### config.mk
export PLATFORM = sky130hd
export DESIGN_NAME = md_unit
export DESIGN_NICKNAME = d
export VERILOG_FILES = /design/src/rtl/md_unit.sv
export SDC_FILE = /design/constraint.sdc
export NUM_CORES = 2
export LEC_CHECK = 0
export CAP_MARGIN = 20
export CORE_ASPECT_RATIO = 1.2
export CORE_MARGIN = 2
export CORE_UTILIZATION = 55
export CTS_CLUSTER_SIZE = 20
export DETAILED_ROUTE_END_ITERATION = 7
export GPL_TIMING_DRIVEN = 0
export HOLD_SLACK_MARGIN = 0.15
export MAX_ROUTING_LAYER = met4
export PLACE_DENSITY_LB_ADDON = 0.1
export SKIP_LAST_GASP = 1
export SLEW_MARGIN = 10
export SYNTH_ARGS = -nofsm -noshare
export SYNTH_HDL_FRONTEND = slang
export SYNTH_SLANG_ARGS = --single-unit
export TNS_END_PERCENT = 30
### constraint.sdc
create_clock -name clk -period 8.9 [get_ports clk]
set_input_delay 2.67 -clock clk [delete_from_list [all_inputs] [get_ports clk]]
set_output_delay 2.67 -clock clk [all_outputs]
set_load 0.01 [all_outputs]
### src/rtl/md_unit.sv
// md_unit: HI/LO multiply/divide unit for the E stage.
// Fixed-latency multiply/accumulate plus radix-2 restoring divide; any busy op can be cancelled.
module md_unit #(
  parameter int WIDTH   = 32,
  parameter int MUL_LAT = 5
) (
  input  logic             clk,
  input  logic             reset,
  input  logic [WIDTH-1:0] rs,
  input  logic [WIDTH-1:0] rt,
  input  logic [3:0]       op,
  input  logic             start,
  input  logic             cancel,
  output logic             busy,
  output logic             done,
  output logic             dbz,
  output logic [WIDTH-1:0] hi,
  output logic [WIDTH-1:0] lo
);

  localparam int CMAX = (WIDTH > MUL_LAT) ? WIDTH : MUL_LAT;
  localparam int CW   = $clog2(CMAX + 1);

  localparam logic [2:0] S_IDLE     = 3'd0;
  localparam logic [2:0] S_MUL      = 3'd1;
  localparam logic [2:0] S_DIV_PREP = 3'd2;
  localparam logic [2:0] S_DIV_ITER = 3'd3;
  localparam logic [2:0] S_DIV_FIX  = 3'd4;

  localparam logic [3:0] OP_MULT  = 4'b0001;
  localparam logic [3:0] OP_MULTU = 4'b0010;
  localparam logic [3:0] OP_DIV   = 4'b0011;
  localparam logic [3:0] OP_DIVU  = 4'b0100;
  localparam logic [3:0] OP_MADD  = 4'b0101;
  localparam logic [3:0] OP_MADDU = 4'b0110;
  localparam logic [3:0] OP_MSUB  = 4'b0111;
  localparam logic [3:0] OP_MSUBU = 4'b1000;
  localparam logic [3:0] OP_MTHI  = 4'b1001;
  localparam logic [3:0] OP_MTLO  = 4'b1010;

  logic [2:0]         state_reg;
  logic [CW-1:0]      cnt_reg;
  logic [2*WIDTH-1:0] res_reg;
  logic [WIDTH-1:0]   hi_reg, lo_reg;
  logic               done_reg, dbz_reg;
  logic [WIDTH-1:0]   a_reg, b_reg;
  logic               sgn_reg;
  logic [WIDTH-1:0]   quo_reg, rem_reg, dvs_reg;
  logic               qneg_reg, rneg_reg, dz_reg;

  logic is_mul, is_div, mul_signed, mul_acc, mul_sub;

  always_comb begin
    is_mul     = 1'b0;
    is_div     = 1'b0;
    mul_signed = 1'b0;
    mul_acc    = 1'b0;
    mul_sub    = 1'b0;
    case (op)
      OP_MULT:  begin is_mul = 1'b1; mul_signed = 1'b1; end
      OP_MULTU: is_mul = 1'b1;
      OP_MADD:  begin is_mul = 1'b1; mul_signed = 1'b1; mul_acc = 1'b1; end
      OP_MADDU: begin is_mul = 1'b1; mul_acc = 1'b1; end
      OP_MSUB:  begin is_mul = 1'b1; mul_signed = 1'b1; mul_acc = 1'b1; mul_sub = 1'b1; end
      OP_MSUBU: begin is_mul = 1'b1; mul_acc = 1'b1; mul_sub = 1'b1; end
      OP_DIV, OP_DIVU: is_div = 1'b1;
      default: ;
    endcase
  end

  // Sign-extending to 2*WIDTH makes a plain modular multiply give the signed product.
  logic [2*WIDTH-1:0] ext_a, ext_b, prod, acc_base, mul_result;

  always_comb begin
    ext_a      = mul_signed ? {{WIDTH{rs[WIDTH-1]}}, rs} : {{WIDTH{1'b0}}, rs};
    ext_b      = mul_signed ? {{WIDTH{rt[WIDTH-1]}}, rt} : {{WIDTH{1'b0}}, rt};
    prod       = ext_a * ext_b;
    acc_base   = mul_acc ? {hi_reg, lo_reg} : '0;
    mul_result = mul_sub ? (acc_base - prod) : (acc_base + prod);
  end

  logic             a_neg, b_neg;
  logic [WIDTH-1:0] abs_a, abs_b, q_fix, r_fix;
  logic [WIDTH:0]   rem_shift, diff;

  always_comb begin
    a_neg     = sgn_reg & a_reg[WIDTH-1];
    b_neg     = sgn_reg & b_reg[WIDTH-1];
    abs_a     = a_neg ? (~a_reg + 1'b1) : a_reg;
    abs_b     = b_neg ? (~b_reg + 1'b1) : b_reg;
    // Borrow out of the trial subtract means the shifted remainder is below the divisor.
    rem_shift = {rem_reg, quo_reg[WIDTH-1]};
    diff      = rem_shift - {1'b0, dvs_reg};
    q_fix     = qneg_reg ? (~quo_reg + 1'b1) : quo_reg;
    r_fix     = rneg_reg ? (~rem_reg + 1'b1) : rem_reg;
  end

  always_ff @(posedge clk or negedge reset) begin
    if (!reset) begin
      state_reg <= S_IDLE;
      cnt_reg   <= '0;
      res_reg   <= '0;
      hi_reg    <= '0;
      lo_reg    <= '0;
      done_reg  <= 1'b0;
      dbz_reg   <= 1'b0;
      a_reg     <= '0;
      b_reg     <= '0;
      sgn_reg   <= 1'b0;
      quo_reg   <= '0;
      rem_reg   <= '0;
      dvs_reg   <= '0;
      qneg_reg  <= 1'b0;
      rneg_reg  <= 1'b0;
      dz_reg    <= 1'b0;
    end else begin
      done_reg <= 1'b0;
      case (state_reg)
        S_IDLE: begin
          if (start && !cancel) begin
            if (is_mul) begin
              res_reg   <= mul_result;
              cnt_reg   <= CW'(MUL_LAT);
              state_reg <= S_MUL;
            end else if (is_div) begin
              a_reg     <= rs;
              b_reg     <= rt;
              sgn_reg   <= (op == OP_DIV);
              state_reg <= S_DIV_PREP;
            end else if (op == OP_MTHI) begin
              hi_reg <= rs;
            end else if (op == OP_MTLO) begin
              lo_reg <= rt;
            end
          end
        end
        S_MUL: begin
          if (cancel) begin
            state_reg <= S_IDLE;
          end else if (cnt_reg == CW'(1)) begin
            {hi_reg, lo_reg} <= res_reg;
            done_reg         <= 1'b1;
            state_reg        <= S_IDLE;
          end else begin
            cnt_reg <= cnt_reg - CW'(1);
          end
        end
        S_DIV_PREP: begin
          if (cancel) begin
            state_reg <= S_IDLE;
          end else begin
            quo_reg   <= abs_a;
            rem_reg   <= '0;
            dvs_reg   <= abs_b;
            qneg_reg  <= a_neg ^ b_neg;
            rneg_reg  <= a_neg;
            dz_reg    <= (b_reg == '0);
            cnt_reg   <= CW'(WIDTH);
            state_reg <= S_DIV_ITER;
          end
        end
        S_DIV_ITER: begin
          if (cancel) begin
            state_reg <= S_IDLE;
          end else begin
            quo_reg <= {quo_reg[WIDTH-2:0], ~diff[WIDTH]};
            rem_reg <= diff[WIDTH] ? rem_shift[WIDTH-1:0] : diff[WIDTH-1:0];
            cnt_reg <= cnt_reg - CW'(1);
            if (cnt_reg == CW'(1)) state_reg <= S_DIV_FIX;
          end
        end
        S_DIV_FIX: begin
          if (cancel) begin
            state_reg <= S_IDLE;
          end else begin
            // Divide by zero returns the raw dividend regardless of signedness.
            if (dz_reg) begin
              lo_reg <= '1;
              hi_reg <= a_reg;
            end else begin
              lo_reg <= q_fix;
              hi_reg <= r_fix;
            end
            dbz_reg   <= dz_reg;
            done_reg  <= 1'b1;
            state_reg <= S_IDLE;
          end
        end
        default: state_reg <= S_IDLE;
      endcase
    end
  end

  assign busy = (state_reg != S_IDLE);
  assign done = done_reg;
  assign dbz  = dbz_reg;
  assign hi   = hi_reg;
  assign lo   = lo_reg;

endmodule

==> results.yml <==
run_status:
  status: "finished with violations"
  violations: "setup timing"
placement:
  gp_congestion: 1.12
  numPlacedInstances: 9919
  dp_hpwl_um: 245000
  portBuffers: 79
logic_synthesis:
  synth-edff-count: 0
  ys_seq_elements: 303
  yosys-top-cells-area: "fa_1 (40%), dfrtp_1 (11%), inv_1 (8.7%), ha_1 (7.1%), nand2_1 (6.5%)"
  synthDistinctLibCells: 100
  synth_cells: 8139
  yosysWarningCount: 0
  yosysTopAreaCell: "fa_1"
  ys.flop_type: "dfrtp_1"
  synth_simple_gate_area_share_pct: 14.6
  synth_top_family_by_area: "adder cells"
  syn_area_per_cell_um2: 8.77
  async_flop_share_pct: 100
  synth-xor-area-share_pct: 4.49
  ys_seq_area_share_pct: 10.6
  synth.top_cells.by_count: "inv_1 (1651), fa_1 (1426), nand2_1 (1235)"
  synth_most_common_cell: "inv_1"
  synth_nets: 10000
  netlist_area_mm2: 0.0713
  synth_top_area_share_pct: 40.0
  synthMuxAreaShare_pct: 1.47
  synth_compound_area_share_pct: 10.5
  synth_adder_area_share_pct: 47.2
worst_setup_path:
  cp_top_family: "adder cells"
  path_class: "primary input to flop"
  cp_data_required_time_ns: 9.42
  critical_path_peak_fanout: 7
  slowest_delay_ns: 0.65
  crit_buf_inv: 18
  cpMostUsedCell: "buf_4"
  critPathArrivalTime_ns: 14.44
  end_kind: "flop"
  start_kind: "primary input"
  slowest_stage: "fa_2"
timing:
  fmaxAchievable_mhz: 71.8
  worst_slew_pin_slew_ns: 1.15
  rsz0062_at_grt: "yes"
  min_period_ns: 13.92
  skew_ns: 0.0327
  layout_setup_ws_ns: -5.02
  final_max_slew_viol_count: 0
  hold_violations: 0
  setup_violations: 56
  fin_tns_setup_ns: -192.35
  hold_slack_ns: 0.484
  fin_crit_sh_pct: 156
  relSlewSlack_pct: 23.3
final_layout:
  layoutNonFillerInstCount: 10200
  drive_gt1_share_pct: 11.3
  nNetsFinal: 10400
  post-route-util_pct: 63.2
  area_growth_pct: 13.9
  largest_register_ffs: 64
clocking:
  cts-root-buf: "clkbuf_16"
  clkTransAtPathRegs_ns: 0.08
  cts_buffer_depth: 3
  htree_levels: 1
  cts.sinks: 303
  cts_tree: "done"
  insertion_delay_ns: 0.60
  cts_buffers: 26
floorplan:
  dieArea_mm2: 0.133
  die_h_um: 399
  initial_utilization_pct: 55.5
  dieWidth_um: 333
  ios: 139
  rows: 144
  core_mm2: 0.129
drt:
  drt_iter0_markers: 5638
  ant_nets: 0
  drt-met1-wl_um: 104000
  drc: 0
  firstDrtPassIters: 6
  viasPerCell: 6.03
  vias: 61400
  wl_met2_um: 132000
  routed_wl_um: 304000
  wl_per_cell_um: 29.8
  dr_wl_met3_um: 34000
  top_layer_used: "met4"
global_routing:
  grt_max_degree: 108
  grt_pass1_vias: 62800
  globalRouteOverflowTotal: 0
  grt_pass1_wl_um: 437000
  grt_use_total_pct: 48.0
  antenna_found_initial: 34
min_path:
  hold_class: "flop to flop"
run:
  maxCapViolCount: 0
==> what timing repair did <==
action | in CTS | in global routing
gates cloned | 0 | 1
setup endpoints to repair | 58 | 56
hold buffers | 0 | 0
resized for setup | 628 | 402
buffers inserted | 93 | 102
pin swaps | 70 | 151
==> per-stage QoR <==
| stage | instance area (um2) | worst slack, ns |
|---|---|---|
| 6_report | 81300 | -5.02 |
| 5_1_grt | 81300 | -5.23 |
| 4_1_cts | 79200 | -5.03 |
| 3_5_place_dp | 75300 | -8.28 |
| 3_3_place_gp | 74800 | -8.84 |
| 2_1_floorplan | 71900 | -4.54 |
==> worst paths after layout <==
kind	startpoint	to	slack [ns]	depth (start not counted)
worst max-delay path	op[0]	res_reg[63]	-5.02	50
max in group asynchronous	reset	res_reg[1]	5.32	4
worst min register to register	dvs_reg[10]	dvs_reg[10]	0.48	2
worst min-delay path	dvs_reg[10]	dvs_reg[10]	0.48	2
min in group asynchronous	reset	rem_reg[19]	1.92	1
worst max register to register	quo_reg[31]	rem_reg[31]	3.02	18
==> final cells by class <==
type,count,area [um2]
antenna,37,92.6
buffer,439,4070
clock buffer,34,742
clock inverter,14,179
fill,11400,47400
inverter,1652,6240
multi-input combinational,5735,57600
sequential,303,7580
tap,1679,2100
timing repair buffer,297,2720
==> per-layer routing <==
| layer | global-route usage [%] | vias to the layer above |
|---|---|---|
| met3 | 13.7 | 1091 |
| li1 | - | 25800 |
| met1 | 54.2 | 31000 |
| met2 | 70.5 | 3518 |
| met4 | 40.8 | 0 |
| met5 | - | - |
==> worst min-delay path, stage by stage, from the launching register on <==
cell	delay, ns
dfrtp_1	0.34
nand2_1	0.05
o21ai_0	0.06
==> cells by family (layout without fill, tap and decap cells) <==
| group | after synthesis | after routing |
|---|---|---|
| AO/OA/AOI/OAI | 1210 | 1210 |
| XOR/XNOR | 364 | 364 |
| adder cells (fa/ha/maj) | 1834 | 1834 |
| buffers and inverters | 2101 | 2436 |
| flip-flops | 303 | 303 |
| multiplexers | 97 | 97 |
| other | 0 | 37 |
| AND/OR/NAND/NOR | 2230 | 2230 |
==> cell usage in the layout, fill, tap and decap left out, drive strengths merged, types with 214 or more instances in the layout <==
| cell | count |
|---|---|
| and2 | 436 |
| o21ai | 503 |
| inv | 1646 |
| buf | 361 |
| a21oi | 214 |
| dfrtp | 303 |
| nand2 | 1235 |
| clkbuf | 337 |
| fa | 1426 |
| ha | 404 |
Power is not shown: default switching activity piles up to over one toggle a cycle in this logic, so the estimate is an artifact.
